### src/rtl/dmem_arbiter.sv
// Two-master (core C / aux X) arbiter for the single dmem port: round-robin with a bounded X-side lock.
// Optional grant statistics counters are built when ARB_STATS_EN is defined.
module dmem_arbiter #(
  parameter int unsigned LOCK_MAX = 16,
  parameter int unsigned CNT_W    = 32
) (
  input  logic        clk,
  input  logic        rst,
  input  logic        c_req,
  input  logic        c_we,
  input  logic [31:0] c_addr,
  input  logic [31:0] c_wdata,
  input  logic [2:0]  c_size,
  output logic        c_gnt,
  output logic        c_rvalid,
  output logic [31:0] c_rdata,
  input  logic        x_req,
  input  logic        x_we,
  input  logic [31:0] x_addr,
  input  logic [31:0] x_wdata,
  input  logic [2:0]  x_size,
  input  logic        x_lock,
  output logic        x_gnt,
  output logic        x_rvalid,
  output logic [31:0] x_rdata,
  output logic        mem_we,
  output logic [31:0] mem_a,
  output logic [31:0] mem_wd,
  output logic [2:0]  mem_size,
  input  logic [31:0] mem_rd
`ifdef ARB_STATS_EN
  ,
  output logic [CNT_W-1:0] c_gnt_cnt,
  output logic [CNT_W-1:0] x_gnt_cnt
`endif
);

  localparam int unsigned CW = $clog2(LOCK_MAX + 1);
  localparam logic [CW-1:0] LOCK_C = CW'(LOCK_MAX);

  if (LOCK_MAX < 1 || CNT_W < 1) begin : g_bad_param
    $error("dmem_arbiter: LOCK_MAX and CNT_W must be >= 1");
  end

  typedef enum logic [1:0] {S_IDLE, S_LOCKED, S_RELEASE} state_e;
  typedef enum logic {PORT_C, PORT_X} port_e;

  state_e        state_q;
  port_e         last_q;
  logic [CW-1:0] lock_cnt_q;
  logic [CW-1:0] lock_cnt_d;

  logic        c_rvalid_q, x_rvalid_q;
  logic [31:0] c_rdata_q, x_rdata_q;

  // Grants depend only on registered state and current requests.
  always_comb begin
    c_gnt = 1'b0;
    x_gnt = 1'b0;
    if (!rst) begin
      unique case (state_q)
        S_IDLE: begin
          if (c_req && x_req) begin
            if (last_q == PORT_X) c_gnt = 1'b1;
            else                  x_gnt = 1'b1;
          end else begin
            c_gnt = c_req;
            x_gnt = x_req;
          end
        end
        S_LOCKED:  x_gnt = x_req;
        S_RELEASE: begin
          c_gnt = c_req;
          x_gnt = x_req & ~c_req;
        end
        default: ;
      endcase
    end
  end

  always_comb begin
    mem_we   = 1'b0;
    mem_a    = '0;
    mem_wd   = '0;
    mem_size = '0;
    if (c_gnt) begin
      mem_we   = c_we;
      mem_a    = c_addr;
      mem_wd   = c_wdata;
      mem_size = c_size;
    end else if (x_gnt) begin
      mem_we   = x_we;
      mem_a    = x_addr;
      mem_wd   = x_wdata;
      mem_size = x_size;
    end
  end

  assign lock_cnt_d = (lock_cnt_q == LOCK_C) ? lock_cnt_q : lock_cnt_q + CW'(1);

  // lock_cnt counts X-held cycles including the IDLE grant that took the lock;
  // the lock is released once the count reaches LOCK_MAX, giving exactly LOCK_MAX X grants.
  always_ff @(posedge clk or posedge rst) begin
    if (rst) begin
      state_q    <= S_IDLE;
      last_q     <= PORT_X;
      lock_cnt_q <= '0;
    end else begin
      if (c_gnt)      last_q <= PORT_C;
      else if (x_gnt) last_q <= PORT_X;
      unique case (state_q)
        S_IDLE: begin
          if (x_gnt && x_lock) begin
            lock_cnt_q <= CW'(1);
            state_q    <= (LOCK_MAX == 1) ? S_RELEASE : S_LOCKED;
          end
        end
        S_LOCKED: begin
          lock_cnt_q <= lock_cnt_d;
          if (!x_lock)                  state_q <= S_IDLE;
          else if (lock_cnt_d == LOCK_C) state_q <= S_RELEASE;
        end
        S_RELEASE: state_q <= S_IDLE;
        default:   state_q <= S_IDLE;
      endcase
    end
  end

  always_ff @(posedge clk or posedge rst) begin
    if (rst) begin
      c_rvalid_q <= 1'b0;
      x_rvalid_q <= 1'b0;
      c_rdata_q  <= '0;
      x_rdata_q  <= '0;
    end else begin
      c_rvalid_q <= c_gnt & ~c_we;
      x_rvalid_q <= x_gnt & ~x_we;
      if (c_gnt && !c_we) c_rdata_q <= mem_rd;
      if (x_gnt && !x_we) x_rdata_q <= mem_rd;
    end
  end

  assign c_rvalid = c_rvalid_q;
  assign x_rvalid = x_rvalid_q;
  assign c_rdata  = c_rdata_q;
  assign x_rdata  = x_rdata_q;

`ifdef ARB_STATS_EN
  logic [CNT_W-1:0] c_cnt_q, x_cnt_q;

  always_ff @(posedge clk or posedge rst) begin
    if (rst) begin
      c_cnt_q <= '0;
      x_cnt_q <= '0;
    end else begin
      if (c_gnt) c_cnt_q <= c_cnt_q + CNT_W'(1);
      if (x_gnt) x_cnt_q <= x_cnt_q + CNT_W'(1);
    end
  end

  assign c_gnt_cnt = c_cnt_q;
  assign x_gnt_cnt = x_cnt_q;
`endif

endmodule
### config.mk
export PLATFORM = sky130hd
export DESIGN_NAME = dmem_arbiter
export DESIGN_NICKNAME = d
export VERILOG_FILES = /design/src/rtl/dmem_arbiter.sv
export SDC_FILE = /design/constraint.sdc
export NUM_CORES = 1
export LEC_CHECK = 0
export CELL_PAD_IN_SITES_DETAIL_PLACEMENT = 1
export CELL_PAD_IN_SITES_GLOBAL_PLACEMENT = 1
export CORE_ASPECT_RATIO = 1.5
export CORE_MARGIN = 2
export CORE_UTILIZATION = 21
export DETAILED_ROUTE_END_ITERATION = 8
export GPL_TIMING_DRIVEN = 0
export PLACE_DENSITY_LB_ADDON = 0.1
export SYNTH_ARGS = -nofsm -noshare
export SYNTH_HDL_FRONTEND = slang
export SYNTH_SLANG_ARGS = --single-unit
### constraint.sdc
create_clock -name clk -period 2.25 [get_ports clk]
set_input_delay 0.3375 -clock clk [delete_from_list [all_inputs] [get_ports clk]]
set_output_delay 0.3375 -clock clk [all_outputs]
set_load 0.01 [all_outputs]
==> run summary <==
final slew viol count: 0
global-route wire length before repair: 26700 um
Post-synth EDFFs: 0
DRC Markers: 0
Crit Path Class: flop to primary output
Crit. End Element: primary output
Max-cap violations: 0
worst skew pair latency: 0.33 ns
pre-CTS setup slack: -0.9576 ns
crit path DAT: 2.02 ns
Max IR drop VDD: 0.0004054 V
Yosys warning count: 0
Power Density: 785.6 mW/mm^2
Mapped Area: 0.003633 mm^2
TritonCTS clock tree: built
WP data required: 1.91 ns
type of the worst min-delay path: input pin to asynchronous set/reset pin
largest net degree at the start of global routing: 71
Layout area overhead: 113.6%
Overall Power: 6.096 mW
unrepaired setup endpoints after global routing: true
CTS Sinks: 74
Post-DP HPWL: 14240 um
Clock transition at path regs: 0.06 ns
wire length on met3: 1578 um
ys async rst share: 100.0%
Synth area leader: dfrtp_1
DIE AREA: 0.01839 mm^2
fmax: 424.2 MHz
fin crit share: 104.8%
worst relative slew slack: 60.71%
drt total wl: 18200 um
critical path peak fanout: 10
vias post-DR: 3853
TritonRoute pass-1 iters: 4
Yosys reg bits: 74
Clock Tree Root: clkbuf_16
Highest Signal Layer: met4
GRT overflow: 0
Worst Setup SP: last_q
worst slew pin tran: 0.5879 ns
wl on met1: 7282 um
met2 wire length: 9132 um
syn nets: 458
layout cell share with drive strength beyond 1: 32.91%
Die Ht: 165.1 um
worst reg2reg path depth: 11
reg2reg end: c_rdata[16]
DRT antenna net count: 0
post-cts hold buffer count: 0
number of port buffers: 308
Layout fillers: 1839
Core Footprint: 0.01684 mm^2
CTS max path bufs: 2
failing checks: negative setup slack
Std-Cell Rows: 58
post-synth top area share: 50.28%
wire length per cell: 21.64 um
Synth cell types: 33
total track usage: 19.28%
DR vias/cell: 4.581
CP startpoint kind: flop
H-tree depth: 3
Main synth FF type: dfrtp_1
outcome: finished, violations left
worst r2r src: last_q
synthesized area per cell: 12.84 um^2
Iter 0 DRT Violations: 136
CTS Buf Count: 9
fin nets: 800
synth top area cells: dfrtp_1 (50%), a22o_1 (16%), mux2_2 (11%), mux2_1 (9.0%), clkbuf_1 (1.3%)
skew final: 0.007946 ns
R2R Setup Slk: -0.11 ns
final hold viol count: 0
minimum clock period: 2.357 ns
Final GP Congestion: 0.7790
number of global-route vias before repair: 4410
Pleak: 3.407 nW
Initial Utilization: 21.58%
die width: 111.4 um
sequential fraction of the synthesis area: 51.00%
synthesized instance count: 283
Ports: 309
initial antenna violation count: 2
endpoints failing setup: 74
final worst slack: -0.1073 ns
[cells in the mapped netlist, types with 2 or more instances]
cell,count
inv_1,7
buf_2,9
nor2_1,6
buf_4,3
a22o_1,68
and3b_1,2
xnor2_1,2
nor2b_1,3
a21oi_1,2
mux2_2,36
clkbuf_1,13
dfrtp_1,73
and2_1,2
o21ai_0,7
o22ai_1,2
mux2_1,29
ha_1,2
nand2_1,2
[worst max-delay path: stages, from the launching register on]
cell,delay [ns]
dfstp_2,0.58
nor2_4,0.06
a2111oi_4,0.30
buf_6,0.18
buf_6,0.12
clkbuf_8,0.16
a22o_1,0.16
buf_2,0.13
[cell type report]
class,instances,area [um^2],area share [%]
Sequential cell,74,1853,23.88
Timing Repair Buffer,335,3238,41.73
Inverter,7,28.78,0.3708
Tap cell,210,262.8,3.386
Clock buffer,9,225.2,2.902
Multi-Input combinational cell,177,1790,23.07
Antenna cell,2,5.005,0.06450
Buffer,21,289.0,3.725
Clock inverter,6,67.56,0.8707
[what timing repair did]
item                                    4_1_cts  5_1_grt
resized for setup                           390       31
setup buffers                                15        4
pin swaps                                     7       25
gates cloned                                  5        2
endpoints found under the setup margin       99      102
[per-stage QoR]
| stage | utilization [%] | hold WS [ns] | cells | area (um^2) | TNS, ns |
|---|---|---|---|---|---|
| global route | 46.06 | 0.1471 | 839 | 7755 | -13.86 |
| finish | 46.09 | 0.1390 | 841 | 7760 | -4.483 |
| global placement | 41.45 | 0.4682 | 801 | 6979 | -172.67 |
| floorplan | - | 0.4722 | 283 | 3633 | 0 |
| detailed placement | 41.63 | 0.4755 | 802 | 7009 | -80.27 |
| CTS | 45.72 | 0.1317 | 837 | 7697 | -7.655 |
[power breakdown]
| group | switching, mW | internal [mW] | total [mW] |
|---|---|---|---|
| combinational | 0.967 | 1.71 | 2.68 |
| clock | 0.553 | 0.855 | 1.41 |
| sequential | 0.266 | 1.74 | 2.01 |
[how the worst max path moves through the flow]
stage | endpoint | slack, ns | cells after the start
after floorplan | c_rdata[0] | 0.03 | 1
after global placement | c_rdata[24] | -1.29 | 2
after detailed placement | mem_a[31] | -0.96 | 6
after CTS | mem_size[1] | -0.20 | 7
after global routing | c_rdata[8] | -0.21 | 11
final | mem_a[16] | -0.11 | 7
[registers in the layout, summed over array words and instances (netlist names)]
register    count
c_rdata        32
lock_cnt_q      5
x_rvalid        1
last_q          1
x_rdata        32
state_q         2
c_rvalid        1
[layout by cell type, fill, tap and decap left out, types with 2 or more instances in the layout]
cell / count
nand2_1: 2
buf_16: 4
clkdlybuf4s50_1: 236
o21ai_0: 7
xnor2_1: 2
clkbuf_2: 2
buf_6: 32
diode_2: 2
nor2_1: 5
buf_4: 8
inv_1: 6
a21oi_1: 2
buf_8: 4
buf_12: 6
ha_1: 2
mux2_2: 35
clkbuf_16: 13
dlygate4sd2_1: 2
mux2_4: 30
clkinvlp_4: 2
clkbuf_8: 4
nor2b_4: 3
and3b_1: 2
dfrtp_1: 73
a22o_1: 68
buf_2: 52
[kinds of logic (layout without fill, tap and decap cells)]
logic type                 count (synthesis)  after routing  synth area share [%]
muxes                                     66             66                 20.42
adders and majority gates                  2              2                0.6886
buffers and inverters                     32            378                 3.926
xor gates and xnor gates                   2              2                0.4822
other                                      0              2                     0
and+or+nand+nor                           22             22                 3.616
DFF                                       74             74                 51.00
AOI/OAI and AO/OA                         85             85                 19.87
[per-layer routing]
metal  GRT usage [%]  vias up
li1                -     1762
met1           22.90     1860
met2           33.68      220
met3           6.642       11
met4           4.602        0
met5               0        -
(Power assumes the default switching activity.)
